**src/rtl/floating_point_add_sub_pipe.sv**
```systemverilog
// 4-stage pipelined FP add/sub (unpack, align, add, normalise/round); FP_ADD_RNE_EN selects RNE, else truncate.
// Latency 4 cycles, 1/cycle; a held result (valid_out & ~ready_in) freezes every stage and drops ready_out.
module floating_point_add_sub_pipe #(
  parameter int EXPO_WIDTH = 8,
  parameter int MENT_WIDTH = 23
) (
  input  logic                           clk_in,
  input  logic                           rst_n_in,
  input  logic [EXPO_WIDTH+MENT_WIDTH:0] floating1_in,
  input  logic [EXPO_WIDTH+MENT_WIDTH:0] floating2_in,
  input  logic                           op_sub_in,
  input  logic                           valid_in,
  output logic                           ready_out,
  output logic [EXPO_WIDTH+MENT_WIDTH:0] result_out,
  output logic                           valid_out,
  input  logic                           ready_in,
  output logic [3:0]                     flags_out
);
  localparam int E          = EXPO_WIDTH;
  localparam int M          = MENT_WIDTH;
  localparam int DATA_WIDTH = 1 + E + M;
  localparam int SW         = M + 4;
  localparam int LW         = $clog2(SW + 1);
  localparam int EW         = ((E > LW) ? E : LW) + 2;

  localparam logic [DATA_WIDTH-1:0] QNAN = {1'b0, {E{1'b1}}, 1'b1, {(M-1){1'b0}}};
  localparam logic signed [EW-1:0]  EMAX = EW'((1 << E) - 1);

  typedef struct packed {
    logic                  sign;
    logic [E-1:0]          exp;
    logic [M:0]            big_sig;
    logic [M:0]            small_sig;
    logic [E-1:0]          diff;
    logic                  eff_sub;
    logic                  spec;
    logic [DATA_WIDTH-1:0] spec_res;
    logic [3:0]            spec_flags;
  } s1_t;

  typedef struct packed {
    logic                  sign;
    logic [E-1:0]          exp;
    logic [SW-1:0]         big_ext;
    logic [SW-1:0]         small_al;
    logic                  eff_sub;
    logic                  spec;
    logic [DATA_WIDTH-1:0] spec_res;
    logic [3:0]            spec_flags;
  } s2_t;

  typedef struct packed {
    logic                  sign;
    logic [E-1:0]          exp;
    logic [SW:0]           sum;
    logic                  spec;
    logic [DATA_WIDTH-1:0] spec_res;
    logic [3:0]            spec_flags;
  } s3_t;

  s1_t s1_d, s1_q;
  s2_t s2_d, s2_q;
  s3_t s3_d, s3_q;
  logic v1_q, v2_q, v3_q;
  logic adv;

  assign adv       = ~valid_out | ready_in;
  assign ready_out = adv;

  // S1: unpack, classify, order by magnitude
  logic         sa, sb, za, zb, nan_a, nan_b, inf_a, inf_b, a_big, inf_clash;
  logic [E-1:0] ea, eb;
  logic [M-1:0] ma, mb;

  always_comb begin
    sa        = floating1_in[DATA_WIDTH-1];
    sb        = floating2_in[DATA_WIDTH-1] ^ op_sub_in;
    ea        = floating1_in[M +: E];
    eb        = floating2_in[M +: E];
    za        = (ea == '0);
    zb        = (eb == '0);
    ma        = za ? '0 : floating1_in[M-1:0];
    mb        = zb ? '0 : floating2_in[M-1:0];
    nan_a     = (ea == '1) && (ma != '0);
    nan_b     = (eb == '1) && (mb != '0);
    inf_a     = (ea == '1) && (ma == '0);
    inf_b     = (eb == '1) && (mb == '0);
    inf_clash = inf_a & inf_b & (sa ^ sb);
    a_big     = {ea, ma} >= {eb, mb};

    s1_d         = '0;
    s1_d.eff_sub = sa ^ sb;
    if (a_big) begin
      s1_d.sign      = sa;
      s1_d.exp       = ea;
      s1_d.big_sig   = {~za, ma};
      s1_d.small_sig = {~zb, mb};
      s1_d.diff      = ea - eb;
    end else begin
      s1_d.sign      = sb;
      s1_d.exp       = eb;
      s1_d.big_sig   = {~zb, mb};
      s1_d.small_sig = {~za, ma};
      s1_d.diff      = eb - ea;
    end

    if (nan_a | nan_b | inf_clash) begin
      s1_d.spec       = 1'b1;
      s1_d.spec_res   = QNAN;
      s1_d.spec_flags = {inf_clash | (nan_a & ~ma[M-1]) | (nan_b & ~mb[M-1]), 3'b000};
    end else if (inf_a | inf_b) begin
      s1_d.spec     = 1'b1;
      s1_d.spec_res = {(inf_a ? sa : sb), {E{1'b1}}, {M{1'b0}}};
    end else if (za & zb) begin
      s1_d.spec     = 1'b1;
      s1_d.spec_res = {sa & sb, {(DATA_WIDTH-1){1'b0}}};
    end
  end

  // S2: align small operand, collapsing shifted-out bits into sticky
  logic [SW-1:0] small_ext, lost_mask;

  always_comb begin
    small_ext       = {s1_q.small_sig, 3'b000};
    lost_mask       = ~({SW{1'b1}} << s1_q.diff);
    s2_d            = '0;
    s2_d.sign       = s1_q.sign;
    s2_d.exp        = s1_q.exp;
    s2_d.big_ext    = {s1_q.big_sig, 3'b000};
    s2_d.eff_sub    = s1_q.eff_sub;
    s2_d.spec       = s1_q.spec;
    s2_d.spec_res   = s1_q.spec_res;
    s2_d.spec_flags = s1_q.spec_flags;
    if (32'(s1_q.diff) >= M + 3) begin
      s2_d.small_al = {{(SW-1){1'b0}}, |s1_q.small_sig};
    end else begin
      s2_d.small_al    = small_ext >> s1_q.diff;
      s2_d.small_al[0] = s2_d.small_al[0] | (|(small_ext & lost_mask));
    end
  end

  // S3: magnitude add/subtract; big >= small so the difference is never negative
  always_comb begin
    s3_d            = '0;
    s3_d.exp        = s2_q.exp;
    s3_d.spec       = s2_q.spec;
    s3_d.spec_res   = s2_q.spec_res;
    s3_d.spec_flags = s2_q.spec_flags;
    if (s2_q.eff_sub)
      s3_d.sum = {1'b0, s2_q.big_ext} - {1'b0, s2_q.small_al};
    else
      s3_d.sum = {1'b0, s2_q.big_ext} + {1'b0, s2_q.small_al};
    s3_d.sign = (s3_d.sum == '0) ? 1'b0 : s2_q.sign;
  end

  // S4: normalise, round, range-check, apply special override
  function automatic logic [LW-1:0] lzc(input logic [SW-1:0] v);
    logic [LW-1:0] n;
    n = LW'(SW);
    for (int i = 0; i < SW; i++)
      if (v[i]) n = LW'(SW - 1 - i);
    return n;
  endfunction

  logic [LW-1:0]          lz;
  logic [SW-1:0]          norm;
  logic signed [EW-1:0]   exp_n, exp_r;
  logic [M+1:0]           rnd;
  logic [M-1:0]           mant;
  logic                   g, r, s, inc;
  logic [DATA_WIDTH-1:0]  res_d;
  logic [3:0]             flags_d;

  always_comb begin
    lz = lzc(s3_q.sum[SW-1:0]);
    if (s3_q.sum[SW]) begin
      norm  = {s3_q.sum[SW:2], s3_q.sum[1] | s3_q.sum[0]};
      exp_n = EW'(s3_q.exp) + EW'(1);
    end else begin
      norm  = s3_q.sum[SW-1:0] << lz;
      exp_n = EW'(s3_q.exp) - EW'(lz);
    end
    g = norm[2];
    r = norm[1];
    s = norm[0];
`ifdef FP_ADD_RNE_EN
    inc = g & (r | s | norm[3]);
`else
    inc = 1'b0;
`endif
    rnd = {1'b0, norm[SW-1:3]} + (M+2)'(inc);
    if (rnd[M+1]) begin
      mant  = rnd[M:1];
      exp_r = exp_n + EW'(1);
    end else begin
      mant  = rnd[M-1:0];
      exp_r = exp_n;
    end

    res_d   = '0;
    flags_d = '0;
    if (s3_q.spec) begin
      res_d   = s3_q.spec_res;
      flags_d = s3_q.spec_flags;
    end else if (s3_q.sum == '0) begin
      res_d = '0;
    end else if (exp_r >= EMAX) begin
`ifdef FP_ADD_RNE_EN
      res_d = {s3_q.sign, {E{1'b1}}, {M{1'b0}}};
`else
      res_d = {s3_q.sign, E'((1 << E) - 2), {M{1'b1}}};
`endif
      flags_d = 4'b0101;
    end else if (exp_r[EW-1] || (exp_r == '0)) begin
      res_d   = {s3_q.sign, {(DATA_WIDTH-1){1'b0}}};
      flags_d = 4'b0011;
    end else begin
      res_d   = {s3_q.sign, exp_r[E-1:0], mant};
      flags_d = {3'b000, g | r | s};
    end
  end

  always_ff @(posedge clk_in or negedge rst_n_in) begin
    if (!rst_n_in) begin
      v1_q       <= 1'b0;
      v2_q       <= 1'b0;
      v3_q       <= 1'b0;
      valid_out  <= 1'b0;
      s1_q       <= '0;
      s2_q       <= '0;
      s3_q       <= '0;
      result_out <= '0;
      flags_out  <= '0;
    end else if (adv) begin
      v1_q       <= valid_in;
      v2_q       <= v1_q;
      v3_q       <= v2_q;
      valid_out  <= v3_q;
      s1_q       <= s1_d;
      s2_q       <= s2_d;
      s3_q       <= s3_d;
      result_out <= res_d;
      flags_out  <= flags_d;
    end
  end

endmodule

```
**config.mk**
```make
export PLATFORM = sky130hd
export DESIGN_NAME = floating_point_add_sub_pipe
export DESIGN_NICKNAME = d
export VERILOG_FILES = /design/src/rtl/floating_point_add_sub_pipe.sv
export SDC_FILE = /design/constraint.sdc
export NUM_CORES = 1
export LEC_CHECK = 0
export CORE_MARGIN = 8
export CORE_UTILIZATION = 55
export CTS_CLUSTER_DIAMETER = 40
export DETAILED_ROUTE_END_ITERATION = 16
export PLACE_DENSITY_LB_ADDON = 0.15
export SLEW_MARGIN = 40
export SYNTH_ARGS = -nofsm -noshare
export SYNTH_HDL_FRONTEND = slang
export SYNTH_SLANG_ARGS = --single-unit
```
**constraint.sdc**
```tcl
create_clock -name clk_in -period 5.5 [get_ports clk_in]
set_input_delay 0.55 -clock clk_in [delete_from_list [all_inputs] [get_ports clk_in]]
set_output_delay 0.55 -clock clk_in [all_outputs]
set_load 0.01 [all_outputs]
```
==> results of run 1 <==
==> flip-flops by register name, indices dropped and copies added, names as in the netlist <==
register,flops
flags_out,4
result_out,32
v3_q,1
s3_q,42
s2_q,66
v2_q,1
s1_q,71
v1_q,1
valid_out,1
==> stage by stage <==
step / power, mW / hold WS, ps / cells / setup WS (ps)
6_report: 11.7 / -3.81 / 2644 / 712
2_1_floorplan: 7.28 / 254 / 2189 / 1030
5_1_grt: 12.5 / 32.5 / 2644 / 422
3_3_place_gp: 9.21 / 441 / 2580 / 826
3_5_place_dp: 9.28 / 445 / 2580 / 851
4_1_cts: 11.6 / 13.2 / 2642 / 824
==> report_power, final <==
part / switching [mW] / leakage, nW / internal, mW
registers: 0.815 / 2.72 / 2.22
clock network: 0.835 / 0.589 / 1.42
logic: 3.91 / 5.33 / 2.51
total: 5.55 / 8.64 / 6.15
==> worst max path at each step <==
| stage | startpoint | end | cells past startpoint |
|---|---|---|---|
| after floorplan | s3_q[41]$_DFFE_PN0P_ | result_out[21]$_DFFE_PN0P_ | 19 |
| after global placement | s3_q[41]$_DFFE_PN0P_ | result_out[23]$_DFFE_PN0P_ | 18 |
| after detailed placement | s3_q[38]$_DFFE_PN0P_ | result_out[6]$_DFFE_PN0P_ | 16 |
| after CTS | s3_q[38]$_DFFE_PN0P_ | result_out[28]$_DFFE_PN0P_ | 18 |
| after global routing | s3_q[38]$_DFFE_PN0P_ | result_out[11]$_DFFE_PN0P_ | 19 |
| final | s3_q[38]$_DFFE_PN0P_ | result_out[28]$_DFFE_PN0P_ | 18 |
==> routing by layer <==
layer	wire [um]	vias up	track usage
li1	-	7914	-
met1	24200	7942	0.410
met2	24400	682	0.448
met3	3620	104	0.0370
met4	1450	0	0.0840
met5	0	-	0
==> layout make-up <==
| cell class | count | area (um2) | area share |
|---|---|---|---|
| clock buffers | 41 | 927 | 0.0472 |
| clock inverters | 21 | 290 | 0.0148 |
| inverters | 119 | 449 | 0.0229 |
| multi-input cells | 1709 | 10600 | 0.541 |
| flip-flops and latches | 219 | 5480 | 0.279 |
| well taps | 396 | 495 | 0.0252 |
| repair buffers | 139 | 1380 | 0.0700 |
==> cells in the mapped netlist (all sizes together), types with 5 or more instances <==
library cell,instances
a221o,10
nor3b,5
mux2,19
a2111oi,9
clkbuf,109
o31a,5
xor2,14
o31ai,16
xnor2,15
o311ai,6
o21a,11
a31oi,46
o41ai,8
and3,9
a21boi,5
or3,11
o21ai,171
nand2,401
a221oi,10
buf,33
or2,7
and2,5
o22ai,25
inv,115
a311oi,7
nor4,37
nand2b,15
o21bai,11
o32ai,5
a21o,29
a211o,12
nor2b,17
a22oi,8
dfrtp,219
nand4,19
mux2i,65
a21oi,172
ha,95
a211oi,19
mux4,20
o211ai,13
nor3,38
nor2,205
nand3,56
==> cells by family after synthesis <==
family          after synthesis  share of synthesized area
simple gates                839                      0.215
compound gates              637                      0.238
buf+inv                     261                     0.0597
flops                       219                      0.321
mux                         104                     0.0770
fa+ha+maj                   100                     0.0748
xor+xnor                     29                     0.0149
==> worst max-delay path, cell delays in order (launching register included) <==
cell and delay (ps):
dfrtp_1 450, nor2_1 70, o311ai_1 270, a311oi_1 150, o31a_1 290, o311ai_2 290
nand2_1 190, buf_4 270, inv_2 90, ha_1 220, nor2b_1 120, o21ai_0 190
a21boi_0 160, o31ai_1 450, nand3_1 180, o31ai_1 330, nand3_1 390, and2_1 370
a31oi_1 190
==> qor.txt, run 1 <==
outcome: finished, violations left
failing checks: hold timing
initial antenna violation count: 0
top cells by area, synth: dfrtp_1, nand2_1, ha_1
first-pass GRT wire length: 85900 um
die width: 192 um
vias in the first global route: 15800
synth warn: 0
worst-case clock buffer depth: 3
cts bufs inserted: 34
CTS-repair resized insts: 0
DRC: 0
RSZ-0062 raised after global routing: false
# fillers: 2709
worst-margin pin slew: 821 ps
placer congestion estimate: 0.963
DRT iter0 DRCs: 1627
Slew Limit Fails: 0
Netlist cell types: 94
Mean Syn Cell Area: 7.81 um2
hpwl dp: 39800 um
post-synth top area share: 0.321
I/O pin total: 107
WL final: 53700 um
via/cell ratio: 6.29
Hold/Removal Path Class: input port to asynchronous set/reset pin
final hold viol count: 1
clock root buffer: clkbuf_16
Seq/Total Area, Yosys: 0.321
vias post-DR: 16600
Antenna Cells: 0
H-tree levels: 2
Max Fclk: 209 MHz
Reg clk slew, reported paths: 60 ps
RR Endpoint: result_out[28]$_DFFE_PN0P_
WHS: -3.81 ps
number of synthesized flops with an enable pin: 0
DIE AREA: 37000 um2
routed len/inst: 20.3 um
Reg-to-Reg Start: s3_q[38]$_DFFE_PN0P_
nets@finish: 2390
Final min period: 4790 ps
Yosys reg bits: 219
Synth Flop Type: dfrtp_1
LEAKAGE: 8.64 nW
drt pass-1 iters: 7
placed cell areas: 18400 um2
Mapped Area: 17100 um2
max_slew headroom: 0.452
Worst VDD drop: 0.257 mV
flop2flop setup slack: 710 ps
Clock Sinks: 219
Worst setup EP type: flip-flop
Worst Path Arrival: 5230 ps
Worst Skew: 38.5 ps
proportion of layout cells with a drive suffix above 1: 0.0747
setup bufs post-CTS: 0
CP startpoint kind: flip-flop
WS Path Type: flip-flop to flip-flop
most frequent cells in the layout: nand2_1, dfrtp_1, nor2_1
CP Data Required Time: 5940 ps
CTS Hold Bufs: 0
CTS tree: done
fin crit share: 0.871
CORE AREA: 30600 um2
largest net degree at the start of global routing: 154
worst-path fanout max: 20
Reg2Reg Depth: 18
grt total ovfl: 0
utilization after layout: 0.642
Chip Height: 192 um
synthesized instance count: 2189
commonest non-fill, non-tap cell in the layout: nand2_1
std cell rows: 64
Routed Antenna Nets: 0
fin area: 19600 um2
Async SR Flop Fraction: 1.00
initial core utilization: 0.559
Total GRT Usage: 0.287
power density cells: 596 nW/um2
Synthesized Nets: 2357
final setup vio count: 0
Clock Latency Late Sink: 530 ps
Synth area leader: dfrtp_1
Setup TNS: 0 ps
IO Port Bufs: 106
# Max-Cap Violations: 0
Area growth syn-to-layout: 15.0%
No activity file was read; power rests on OpenSTA's default activity.
==> run 2, diff against run 1 <==
--- a/config.mk
+++ b/config.mk
@@ -6,7 +6,7 @@
 export NUM_CORES = 1
 export LEC_CHECK = 0
 export CORE_MARGIN = 8
-export CORE_UTILIZATION = 55
+export CORE_UTILIZATION = 31
 export CTS_CLUSTER_DIAMETER = 40
 export DETAILED_ROUTE_END_ITERATION = 16
 export PLACE_DENSITY_LB_ADDON = 0.15
==> run 2 against run 1 <==
The flow now finishes without violations. Non-clock buffer count is 6 higher. Utilization decreased by 27 points. Clock skew decreased by 7.8 ps. Wire length grew 10%. Worst setup slack got worse by 130 ps. Largest power group unchanged. Highest routed layer unchanged.
==> qor.txt, run 2 (synthesis results as in run 1) <==
outcome: finished clean (was finished, violations left)
# Max-Cap Violations: 0 (unchanged)
grt total ovfl: 0 (unchanged)
final worst slack: 578 ps (was 712 ps)
# fillers: 5722 (was 2709)
placer congestion estimate: 0.900 (was 0.963)
DRC: 0 (unchanged)
final setup vio count: 0 (unchanged)
Worst Path Arrival: 5390 ps (was 5230 ps)
CTS tree: done (unchanged)
max_slew headroom: 0.458 (was 0.452)
routed len/inst: 19.9 um (was 20.3 um)
Clock Sinks: 219 (unchanged)
Power Total: 12.1 mW (was 11.7 mW)
biggest registers after layout: s1_q: 71 flops, s2_q: 66 flops, s3_q: 42 flops (unchanged)
largest net degree at the start of global routing: 154 (unchanged)
proportion of layout cells with a drive suffix above 1: 0.0840 (was 0.0747)
Routed Antenna Nets: 0 (unchanged)
CP Data Required Time: 5960 ps (was 5940 ps)
post-place setup slack: 738 ps (was 851 ps)
Final min period: 4920 ps (was 4790 ps)
H-tree levels: 2 (unchanged)
WS Path Type: flip-flop to flip-flop (unchanged)
CP startpoint kind: flip-flop (unchanged)
RSZ-0062 raised after global routing: false (unchanged)
final hold viol count: 0 (was 1)
I/O pin total: 107 (unchanged)
drt pass-1 iters: 5 (was 7)
LEAKAGE: 8.80 nW (was 8.64 nW)
Largest register FFs: 71 (unchanged)
hpwl dp: 44600 um (was 39800 um)
Reg with most FFs: s1_q (unchanged)
Antenna Cells: 0 (unchanged)
worst-margin pin slew: 812 ps (was 821 ps)
initial antenna violation count: 0 (unchanged)
Clock Latency Late Sink: 590 ps (was 530 ps)
fin crit share: 0.895 (was 0.871)
worst-case clock buffer depth: 3 (unchanged)
via/cell ratio: 5.50 (was 6.29)
Worst setup EP type: flip-flop (unchanged)
std cell rows: 86 (was 64)
Chip Height: 251 um (was 192 um)
Max Fclk: 203 MHz (was 209 MHz)
initial core utilization: 0.312 (was 0.559)
clock root buffer: clkbuf_16 (unchanged)
worst-path fanout max: 15 (was 20)
commonest non-fill, non-tap cell in the layout: nand2_1 (unchanged)
Slew Limit Fails: 0 (unchanged)
vias in the first global route: 16300 (was 15800)
Total GRT Usage: 0.184 (was 0.287)
DIE AREA: 62900 um2 (was 37000 um2)
vias post-DR: 16400 (was 16600)
WL final: 59200 um (was 53700 um)
multi-input logic area: 10600 um2 (about the same)
DRT iter0 DRCs: 1222 (was 1627)
Worst Skew: 30.7 ps (was 38.5 ps)
first-pass GRT wire length: 94600 um (was 85900 um)
power density cells: 597 nW/um2 (was 596 nW/um2)
nets@finish: 2407 (was 2390)
Setup TNS: 0 ps (unchanged)
Reg clk slew, reported paths: 50 ps (was 60 ps)
Hold/Removal Path Class: flip-flop to flip-flop (was input port to asynchronous set/reset pin)
IO Port Bufs: 106 (unchanged)
cts bufs inserted: 45 (was 34)
Worst VDD drop: 0.221 mV (was 0.257 mV)
Area growth syn-to-layout: 19.0% (was 15.0%)
most frequent cells in the layout: nand2_1, dfrtp_1, nor2_1 (unchanged)
die width: 251 um (was 192 um)
CORE AREA: 54800 um2 (was 30600 um2)
Reg area: 5480 um2 (about the same)
==> run 2: through the flow <==
stage	area, um2	hold WS, ps	instances	util
2_1_floorplan	17100	254	2189	-
3_3_place_gp	18800	448	2894	0.343
3_5_place_dp	18800	448	2894	0.343
4_1_cts	20300	460	2977	0.371
5_1_grt	20300	483	2978	0.371
6_report	20300	455	2978	0.371
==> run 2: worst max-delay path, cell delays in order (launching register included) <==
cell and delay [ps]:
dfrtp_1 470, o311ai_1 360, a311oi_1 140, o31a_1 310
o311ai_2 310, nand2_1 210, fa_1 470, nor2b_1 140
o21ai_1 80, a21boi_1 340, o41ai_1 130, xor2_1 200
nor4_1 540, a311o_2 520, nor2_1 210, a221o_1 350
==> run 2: per-layer routing <==
metal  vias up  wire [um]  global-route usage  part of all wire
li1       7962          -                   -                 -
met1      7902      28200               0.256              0.48
met2       440      26900               0.294              0.45
met3        88       2790              0.0307             0.047
met4         0       1330              0.0500             0.022
met5         -          0                   0                 0
==> run 2: report_power, final <==
group | total, mW | switching, mW | internal [mW]
logic | 6.45 | 3.92 | 2.53
clock network | 2.67 | 1.04 | 1.63
registers | 3.02 | 0.804 | 2.22
total | 12.1 | 5.77 | 6.37
==> run 2: path summary, 6_finish.rpt <==
kind	slack, ps	from	cells past startpoint	end
min	450	v3_q$_DFFE_PN0P_	2	v3_q$_DFFE_PN0P_
min reg2reg	450	v3_q$_DFFE_PN0P_	2	v3_q$_DFFE_PN0P_
min in group asynchronous	500	rst_n_in	2	result_out[1]$_DFFE_PN0P_
max	580	s3_q[41]$_DFFE_PN0P_	15	result_out[6]$_DFFE_PN0P_
max reg2reg	580	s3_q[41]$_DFFE_PN0P_	15	result_out[6]$_DFFE_PN0P_
max in group asynchronous	3730	rst_n_in	4	s2_q[80]$_DFFE_PN0P_
==> run 2: timing repair <==
action	in CTS	in global routing
gates resized for setup	0	0
hold endpoints to repair	50	0
setup buffers	0	0
hold buffers	1	0
==> run 2: layout make-up <==
| class | count | area share |
|---|---|---|
| Clock buffer | 51 | 0.0575 |
| Clock inverter | 31 | 0.0156 |
| Inverter | 119 | 0.0221 |
| Multi-Input combinational cell | 1709 | 0.523 |
| Sequential cell | 219 | 0.270 |
| Tap cell | 704 | 0.0433 |
| Timing Repair Buffer | 145 | 0.0692 |
